**config.mk**
```make
export PLATFORM = sky130hd
export DESIGN_NAME = mem_ctrl
export DESIGN_NICKNAME = d
export VERILOG_FILES = /design/src/rtl/mem_pkg.sv /design/src/rtl/mem_lane.sv /design/src/rtl/mem_ctrl.sv
export SDC_FILE = /design/constraint.sdc
export NUM_CORES = 1
export LEC_CHECK = 0
export ABC_AREA = 1
export CAP_MARGIN = 20
export CELL_PAD_IN_SITES_DETAIL_PLACEMENT = 1
export CELL_PAD_IN_SITES_GLOBAL_PLACEMENT = 1
export CORE_MARGIN = 3
export CORE_UTILIZATION = 35
export DETAILED_ROUTE_END_ITERATION = 10
export GPL_ROUTABILITY_DRIVEN = 0
export PLACE_DENSITY = 0.77
export SKIP_CTS_REPAIR_TIMING = 1
export SLEW_MARGIN = 20
export SYNTH_ARGS = -nofsm -noshare
export SYNTH_HDL_FRONTEND = slang
export SYNTH_HIERARCHICAL = 1
export SYNTH_SLANG_ARGS = --single-unit
```
**constraint.sdc**
```tcl
create_clock -name clk -period 3.6 [get_ports clk]
set_clock_uncertainty 0.05 [all_clocks]
set_input_delay 0.72 -clock clk [delete_from_list [all_inputs] [get_ports clk]]
set_output_delay 0.72 -clock clk [all_outputs]
set_load 0.02 [all_outputs]
```
**src/rtl/mem_pkg.sv**
```systemverilog
// Shared types and helpers for the byte-serial RAM controller.
package mem_pkg;

    // Access-length encodings on mem_len; 2'b10 behaves like LEN_W.
    localparam logic [1:0] LEN_B = 2'b00;
    localparam logic [1:0] LEN_H = 2'b01;
    localparam logic [1:0] LEN_W = 2'b11;

    typedef enum logic [1:0] {
        IDLE = 2'd0,
        XFER = 2'd1,
        DONE = 2'd2
    } state_t;

    // Number of bytes moved for a given length code.
    function automatic logic [2:0] len_to_n(input logic [1:0] len);
        case (len)
            LEN_B:   return 3'd1;
            LEN_H:   return 3'd2;
            default: return 3'd4;
        endcase
    endfunction

endpackage

```
**src/rtl/mem_lane.sv**
```systemverilog
// Byte-lane steering: picks the store byte for the current RAM cycle and
// merges a returning read byte into the little-endian word accumulator.
module mem_lane (
    input  logic [31:0] wdata_i,
    input  logic [1:0]  wsel_i,
    output logic [7:0]  wbyte_o,
    input  logic [31:0] acc_i,
    input  logic [1:0]  rsel_i,
    input  logic [7:0]  din_i,
    output logic [31:0] acc_o
);

    // Select store byte wsel_i of the latched write word.
    always_comb begin
        wbyte_o = wdata_i[{wsel_i, 3'b000} +: 8];
    end

    // Replace byte rsel_i of the accumulator with the RAM read byte.
    always_comb begin
        // NOTE: full default first so every path assigns acc_o; no latch is inferred.
        acc_o = acc_i;
        acc_o[{rsel_i, 3'b000} +: 8] = din_i;
    end

endmodule

```
**src/rtl/mem_ctrl.sv**
```systemverilog
// Arbitrates one byte-wide synchronous RAM between the fetch (IF) and
// load/store (MEM) ports, serialising 1/2/4-byte accesses into byte cycles.
module mem_ctrl
    import mem_pkg::*;
#(
    parameter int ADDR_W    = 17,
    parameter bit MEM_FIRST = 1'b1
) (
    input  logic              clk,
    input  logic              rst,
    input  logic              if_req,
    input  logic [31:0]       if_addr,
    output logic              if_done,
    output logic [31:0]       if_data,
    input  logic              mem_req,
    input  logic              mem_we,
    input  logic [1:0]        mem_len,
    input  logic [31:0]       mem_addr,
    input  logic [31:0]       mem_wdata,
    output logic              mem_done,
    output logic [31:0]       mem_rdata,
    output logic [ADDR_W-1:0] ram_addr,
    output logic              ram_we,
    output logic [7:0]        ram_dout,
    input  logic [7:0]        ram_din,
    output logic              busy
);

    state_t            state_q;
    logic [2:0]        cnt_q;
    logic [2:0]        n_q;
    logic              owner_mem_q;
    logic              we_q;
    logic [ADDR_W-1:0] base_q;
    logic [31:0]       wdata_q;
    logic [31:0]       data_q;
    logic [31:0]       if_data_q;
    logic [31:0]       mem_rdata_q;
    logic              if_done_q;
    logic              mem_done_q;

    logic              grant_mem_d;
    logic [1:0]        rsel_d;
    logic [7:0]        wbyte_d;
    logic [31:0]       data_d;

    // Fixed-priority grant used only when sampling in IDLE.
    assign grant_mem_d = mem_req && (MEM_FIRST || !if_req);

    // Read byte k arrives one cycle after its address, i.e. while cnt = k+1.
    assign rsel_d = 2'(cnt_q - 3'd1);

    mem_lane u_lane (
        .wdata_i (wdata_q),
        .wsel_i  (cnt_q[1:0]),
        .wbyte_o (wbyte_d),
        .acc_i   (data_q),
        .rsel_i  (rsel_d),
        .din_i   (ram_din),
        .acc_o   (data_d)
    );

    // RAM-side outputs decoded from state so a reset removes ram_we at once.
    // NOTE: decoding ram_we from async-reset state (not registering it) makes it drop immediately on reset.
    always_comb begin
        busy     = (state_q != IDLE);
        ram_we   = (state_q == XFER) && we_q && (cnt_q < n_q);
        ram_addr = (state_q == XFER) ? base_q + ADDR_W'(cnt_q) : '0;
        ram_dout = ram_we ? wbyte_d : 8'h00;
    end

    assign if_done   = if_done_q;
    assign mem_done  = mem_done_q;
    assign if_data   = if_data_q;
    assign mem_rdata = mem_rdata_q;

    // Transaction FSM: sample and arbitrate, step byte cycles, pulse done.
    // NOTE: all state below uses non-blocking assignments so every register sees pre-edge values.
    always_ff @(posedge clk or negedge rst) begin
        if (!rst) begin
            state_q     <= IDLE;
            cnt_q       <= 3'd0;
            n_q         <= 3'd0;
            owner_mem_q <= 1'b0;
            we_q        <= 1'b0;
            base_q      <= '0;
            wdata_q     <= 32'h0;
            data_q      <= 32'h0;
            if_data_q   <= 32'h0;
            mem_rdata_q <= 32'h0;
            if_done_q   <= 1'b0;
            mem_done_q  <= 1'b0;
        end else begin
            if_done_q  <= 1'b0;
            mem_done_q <= 1'b0;
            case (state_q)
                IDLE: begin
                    if (if_req || mem_req) begin
                        state_q <= XFER;
                        cnt_q   <= 3'd0;
                        data_q  <= 32'h0;
                        if (grant_mem_d) begin
                            owner_mem_q <= 1'b1;
                            base_q      <= mem_addr[ADDR_W-1:0];
                            we_q        <= mem_we;
                            n_q         <= len_to_n(mem_len);
                            wdata_q     <= mem_wdata;
                        end else begin
                            owner_mem_q <= 1'b0;
                            base_q      <= if_addr[ADDR_W-1:0];
                            we_q        <= 1'b0;
                            n_q         <= 3'd4;
                            wdata_q     <= 32'h0;
                        end
                    end
                end
                XFER: begin
                    if (we_q) begin
                        if (cnt_q == n_q - 3'd1) begin
                            state_q    <= DONE;
                            mem_done_q <= 1'b1;
                        end
                        cnt_q <= cnt_q + 3'd1;
                    end else begin
                        if (cnt_q != 3'd0) begin
                            data_q <= data_d;
                        end
                        if (cnt_q == n_q) begin
                            state_q <= DONE;
                            if (owner_mem_q) begin
                                mem_done_q  <= 1'b1;
                                mem_rdata_q <= data_d;
                            end else begin
                                if_done_q <= 1'b1;
                                if_data_q <= data_d;
                            end
                        end else begin
                            cnt_q <= cnt_q + 3'd1;
                        end
                    end
                end
                DONE: begin
                    state_q <= IDLE;
                end
                default: begin
                    state_q <= IDLE;
                end
            endcase
        end
    end

endmodule

```
==> Word level (Yosys, flattened, before mapping) <==
Index checks and enable logic that the tools add are counted.
{ "word_totals": {"output_inout_bits": 93, "register_bits": 157, "word_cells": 78, "input_bits": 111} }
{ "classes": {"mux": 31, "bitwise_logic": 2, "eq_ne": 10, "n_lt_le_gt_ge": 1, "reduce_logical": 14, "n_addsub": 5, "n_shift": 3} }
{ "op_table": {"columns": ["operator", "n"], "rows": [
  ["$mux W32", 4],
  ["$pmux W32 S2", 1],
  ["$mux W17", 2],
  ["$bwmux W32", 1],
  ["$shift A8 B7 Y32 const A", 1],
  ["$shiftx A32 B6 Y8", 1],
  ["$shiftx A8 B7 Y32", 1],
  ["$add A17 B3 Y17", 1],
  ["$mux W3", 4],
  ["$pmux W3 S2", 2],
  ["$reduce_and A4 Y1", 3],
  ["$mux W1", 11],
  ["$mux W2", 4],
  ["$mux W8", 1],
  ["$neg A5 Y7", 1],
  ["$eq A3 B3 Y1", 2],
  ["$ne A3 B2 Y1 const B", 2],
  ["$reduce_and A3 Y1", 2],
  ["$eq A2 B1 Y1 const B", 2],
  ["$logic_not A2 Y1", 2],
  ["$ne A2 B2 Y1 const B", 2],
  ["$pmux W2 S2", 1],
  ["$reduce_bool A2 Y1", 2],
  ["$add A3 B1 Y3 const B", 1],
  ["10 further kinds", 12]
]} }

==> Logic depth before layout (Yosys ltp) <==
{ "depth": {"ltp_word": 7, "mapped_depth": 12, "depth_no_buf": 11} }

==> Hierarchy <==
The synthesis kept the hierarchy.
{ "by_module_without_submodules": {"columns": ["mod", "area_per_inst_um2", "seq_area_each_um2", "instances", "cells_per_inst"], "rows": [
  ["mem_ctrl", 6905.4, 3928.8, 1, 790],
  ["mem_lane", 1048.5, 0.0, 1, 236]
]} }

==> Worst setup path after synthesis <==
Ideal clock, no wire load.
{ "synth_timing": {"path_type": "register -> output", "start": "reg cnt_q[0]", "end": "out ram_addr[12]", "path_stages_with_launch": 11, "arrival_time_ns": 1.810, "t_required_ns": 2.830, "slack_ns": 1.020, "n_path_buf": 0, "cell_sequence": "dfrtp_1 ha_1 inv_1 fa_1 inv_1 nand2_1 nand2_1 nand3_1 nor2_1 nor2_1 nor2_1"} }
{ "synth_via": {"elab_chain_len": 2} }
{ "synth_rtl": {"columns": ["element", "line", "text"], "rows": [
  ["start: declaration", "mem_ctrl.sv:30", "logic [2:0] cnt_q;"],
  ["start signal: assignment", "mem_ctrl.sv:123", "cnt_q <= cnt_q + 3'd1;"],
  ["start signal: assignment", "mem_ctrl.sv:138", "cnt_q <= cnt_q + 3'd1;"],
  ["$add A17 B3 Y17", "mem_ctrl.sv:68", "ram_addr = (state_q == XFER) ? base_q + ADDR_W'(cnt_q) : '0;"],
  ["$mux W17", "mem_ctrl.sv:68", null],
  ["end: declaration", "mem_ctrl.sv:22", "output logic [ADDR_W-1:0] ram_addr,"]
]} }
No other way between the ends.

==> Worst setup path after layout <==
{ "layout_timing": {"start": "reg cnt_q[2]", "end": "out ram_addr[13]"} }
The elaborated chain is that of the path after synthesis.

==> results.cfg <==
[final_layout]
final_util = 0.476
area.sequential_mm2 = 0.00393
antennaDiodeCount = 0
finalNonFillerCells = 1480
nets = 1314
drive_gt1_frac = 0.0550
fill_cells = 2647
multi_input_area_mm2 = 0.00340
area_delta_synth_final_pct = 32.3

[clock_network]
ctsRootBufferMaster = clkbuf_16
cts.sinks = 157
numCtsBuffers = 17
cts_max_level = 4
clkTransAtPathRegs_ns = 0.06
insertion_delay_ns = 0.42
cts_tree = yes
cts.path.max_buffers = 2

[routing]
avgRoutedWirePerCell_um = 15.8
drc = 0
firstDrtPassIters = 4
drt_iter0_drc = 336
routed_wirelength_um = 23400
ant_nets = 0
route.met3.wl_um = 1100
route.met2.wl_um = 11400
vias = 7197
drt-met1-wl_um = 10600
topRoutingLayerUsed = met4
drt-vias-per-instance = 4.86

[power]
ir_worst_vdd_mv = 0.399
power.total_mw = 9.71
powerDensity_mw_per_mm2 = 923
p_leak_nw = 5.28

[floorplanning]
die_x_um = 157
die_h_um = 157
dieArea_mm2 = 0.0246
rows = 54
ios = 204
start_util = 0.360
core_mm2 = 0.0221

[global_routing]
grt_pass1_wl_um = 38800
antenna_found_initial = 0
grt_usage = 0.197
grt_max_degree = 74
first_global_vias = 7567
gr-total-overflow = 0

[logic_synthesis]
synth_cells = 1026
async_reset_ff_frac = 1.00
synth_cell_type_count = 36
synth.area.top_cells = dfrtp_1, nand2_1, inv_1
synth_edf_count = 0
syn_nets = 1152
dominantRegCellSynth = dfrtp_1
yosys_warnings = 6
ys_seq_area_frac = 0.494
yosys.area.top_type = dfrtp_1
syn_area_mm2 = 0.00795
syn_area_per_cell_um2 = 7.75
synth_top_area_share = 0.494
synth.ff_latch_count = 157

[worst_setup_path]
path_depth = 10
required_ns = 2.83
r2r_end = data_q[2]$_DFFE_PN0P_
cp_max_fo = 5
crit_path_frequent_cell = nand2_1
ff2ff_setup_slack_ns = 0.54
crit_chain = ha_1, nand2_1, nor2_1, nand2_1, nand2_1, nand2_1, nand2_1, nand2_1, nor2_1, clkdlybuf4s50_1
cp_top_family = simple AND/OR/NAND/NOR gates
r2r_cells = 10
worst_ep_arrival_time_ns = 2.59
crit_slowest_cell = clkdlybuf4s50_1
cp_num_buf_inv = 1
slowest_delay_ns = 0.64
r2r_start = cnt_q[0]$_DFFE_PN0P_
critical_path_class = reg2out
endpoint_kind = output port
cp-start-kind = flop

[sta]
worstMarginPinSlew_ns = 0.703
finalCritPeriodShare = 0.932
finalSetupViolCount = 0
maxSlewViolCount = 0
hold_violations = 0
min_period_ns = 3.36
fmax_mhz = 298
rsz0062_at_grt = no
finalSetupTns_ns = 0
slew_headroom = 0.531

[flow_run]
cap_violations = 0

[outcome]
status = finished clean

[place]
place_inst = 1448
io_buffers = 173
dp_hpwl_um = 16700

[hold_path]
hold_path.class = in2async
==> through the flow <==
step	hold WS, ns	setup slack, ns	instance area [µm²]
2_1_floorplan	0.374	1.02	7950
3_3_place_gp	0.403	0.427	9880
3_5_place_dp	0.407	0.384	9880
4_1_cts	0.296	-0.0781	10500
5_1_grt	0.320	0.0381	10500
6_report	0.276	0.245	10500
==> sequential cells by signal, summed over array words and instances, names as in the netlist <==
register,flops
wdata_q,32
mem_rdata,32
if_data,32
mem_done,1
cnt_q,3
owner_mem_q,1
base_q,17
if_done,1
n_q,3
we_q,1
state_q,2
data_q,32
==> cells in the final DEF, fill, tap and decap left out, drive strengths merged <==
| cell type | Yosys | layout |
|---|---|---|
| a22o | 32 | 32 |
| dlymetal6s2s | 0 | 7 |
| xnor2 | 1 | 1 |
| nand2 | 458 | 458 |
| clkbuf | 9 | 23 |
| nand3b | 8 | 8 |
| bufinv | 0 | 2 |
| o22ai | 2 | 2 |
| dfrtp | 157 | 157 |
| fa | 1 | 1 |
| o21ai | 51 | 51 |
| ha | 14 | 14 |
| nor2 | 76 | 76 |
| inv | 94 | 95 |
| a31oi | 18 | 18 |
| nor3 | 2 | 2 |
| clkdlybuf4s50 | 0 | 165 |
| clkinv | 3 | 5 |
| a21o | 1 | 1 |
| o21a | 3 | 3 |
| a21oi | 3 | 3 |
| o21bai | 1 | 1 |
| xor2 | 6 | 6 |
| or2 | 1 | 1 |
| and2 | 1 | 1 |
| buf | 35 | 15 |
| nand4 | 4 | 4 |
| clkinvlp | 0 | 3 |
| nand3 | 45 | 45 |
==> worst max-delay path by stage <==
| stage | from | to | slack (ns) |
|---|---|---|---|
| after floorplan | cnt_q[0]$_DFFE_PN0P_ | ram_addr[12] | 1.02 |
| after global placement | cnt_q[0]$_DFFE_PN0P_ | ram_addr[16] | 0.43 |
| after detailed placement | cnt_q[0]$_DFFE_PN0P_ | ram_addr[16] | 0.38 |
| after CTS | cnt_q[0]$_DFFE_PN0P_ | ram_addr[16] | -0.08 |
| after global routing | cnt_q[2]$_DFFE_PN0P_ | ram_addr[13] | 0.04 |
| final | cnt_q[2]$_DFFE_PN0P_ | ram_addr[13] | 0.24 |
==> worst register-to-register path, cell delays in order, from the launching register on <==
cell and delay [ns]:
dfrtp_1 0.38, buf_4 0.21, inv_1 0.14, buf_4 0.23
clkinv_1 0.31, ha_1 0.54, inv_1 0.15, nand3_1 0.24
o21ai_0 0.47, nand2_1 0.10, o21ai_0 0.16
==> final cells by class <==
cell class | instances | share of cell area
Clock buffer | 23 | 0.0473
Clock inverter | 8 | 0.00998
Timing Repair Buffer | 187 | 0.178
Inverter | 97 | 0.0348
Multi-Input combinational cell | 728 | 0.323
Sequential cell | 157 | 0.373
Tap cell | 280 | 0.0333
==> kinds of logic (layout without fill, tap and decap cells) <==
family                   Yosys count  after routing  share of synthesized area
AND/OR/NAND/NOR                  595            595                      0.302
buffers and inverters            141            315                     0.0809
adder cells (fa/ha/maj)           15             15                     0.0245
AO/OA/AOI/OAI                    111            111                     0.0906
flip-flops                       157            157                      0.494
XOR/XNOR                           7              7                    0.00771
==> Yosys cell counts, types with 3 or more instances <==
cell	count
a21oi_1	3
a22o_1	32
a31oi_1	18
buf_2	18
buf_4	9
buf_6	7
clkbuf_1	7
clkinv_1	3
dfrtp_1	157
ha_1	14
inv_1	89
inv_2	4
nand2_1	457
nand3_1	45
nand3b_1	7
nand4_1	4
nor2_1	67
nor2_2	3
nor2_4	6
o21a_1	3
o21ai_0	49
xor2_1	6
==> power breakdown <==
group / total [mW] / switching, mW / internal, mW
Sequential: 2.97 / 0.486 / 2.48
Clock: 1.83 / 0.721 / 1.11
Combinational: 4.91 / 3.02 / 1.90
Total: 9.71 / 4.22 / 5.49
==> routing by layer <==
layer / vias up / global-route usage
met5: - / 0
met4: 0 / 0.0504
met3: 25 / 0.0384
met2: 162 / 0.331
met1: 3475 / 0.261
li1: 3535 / -
(Power assumes the default switching activity.)
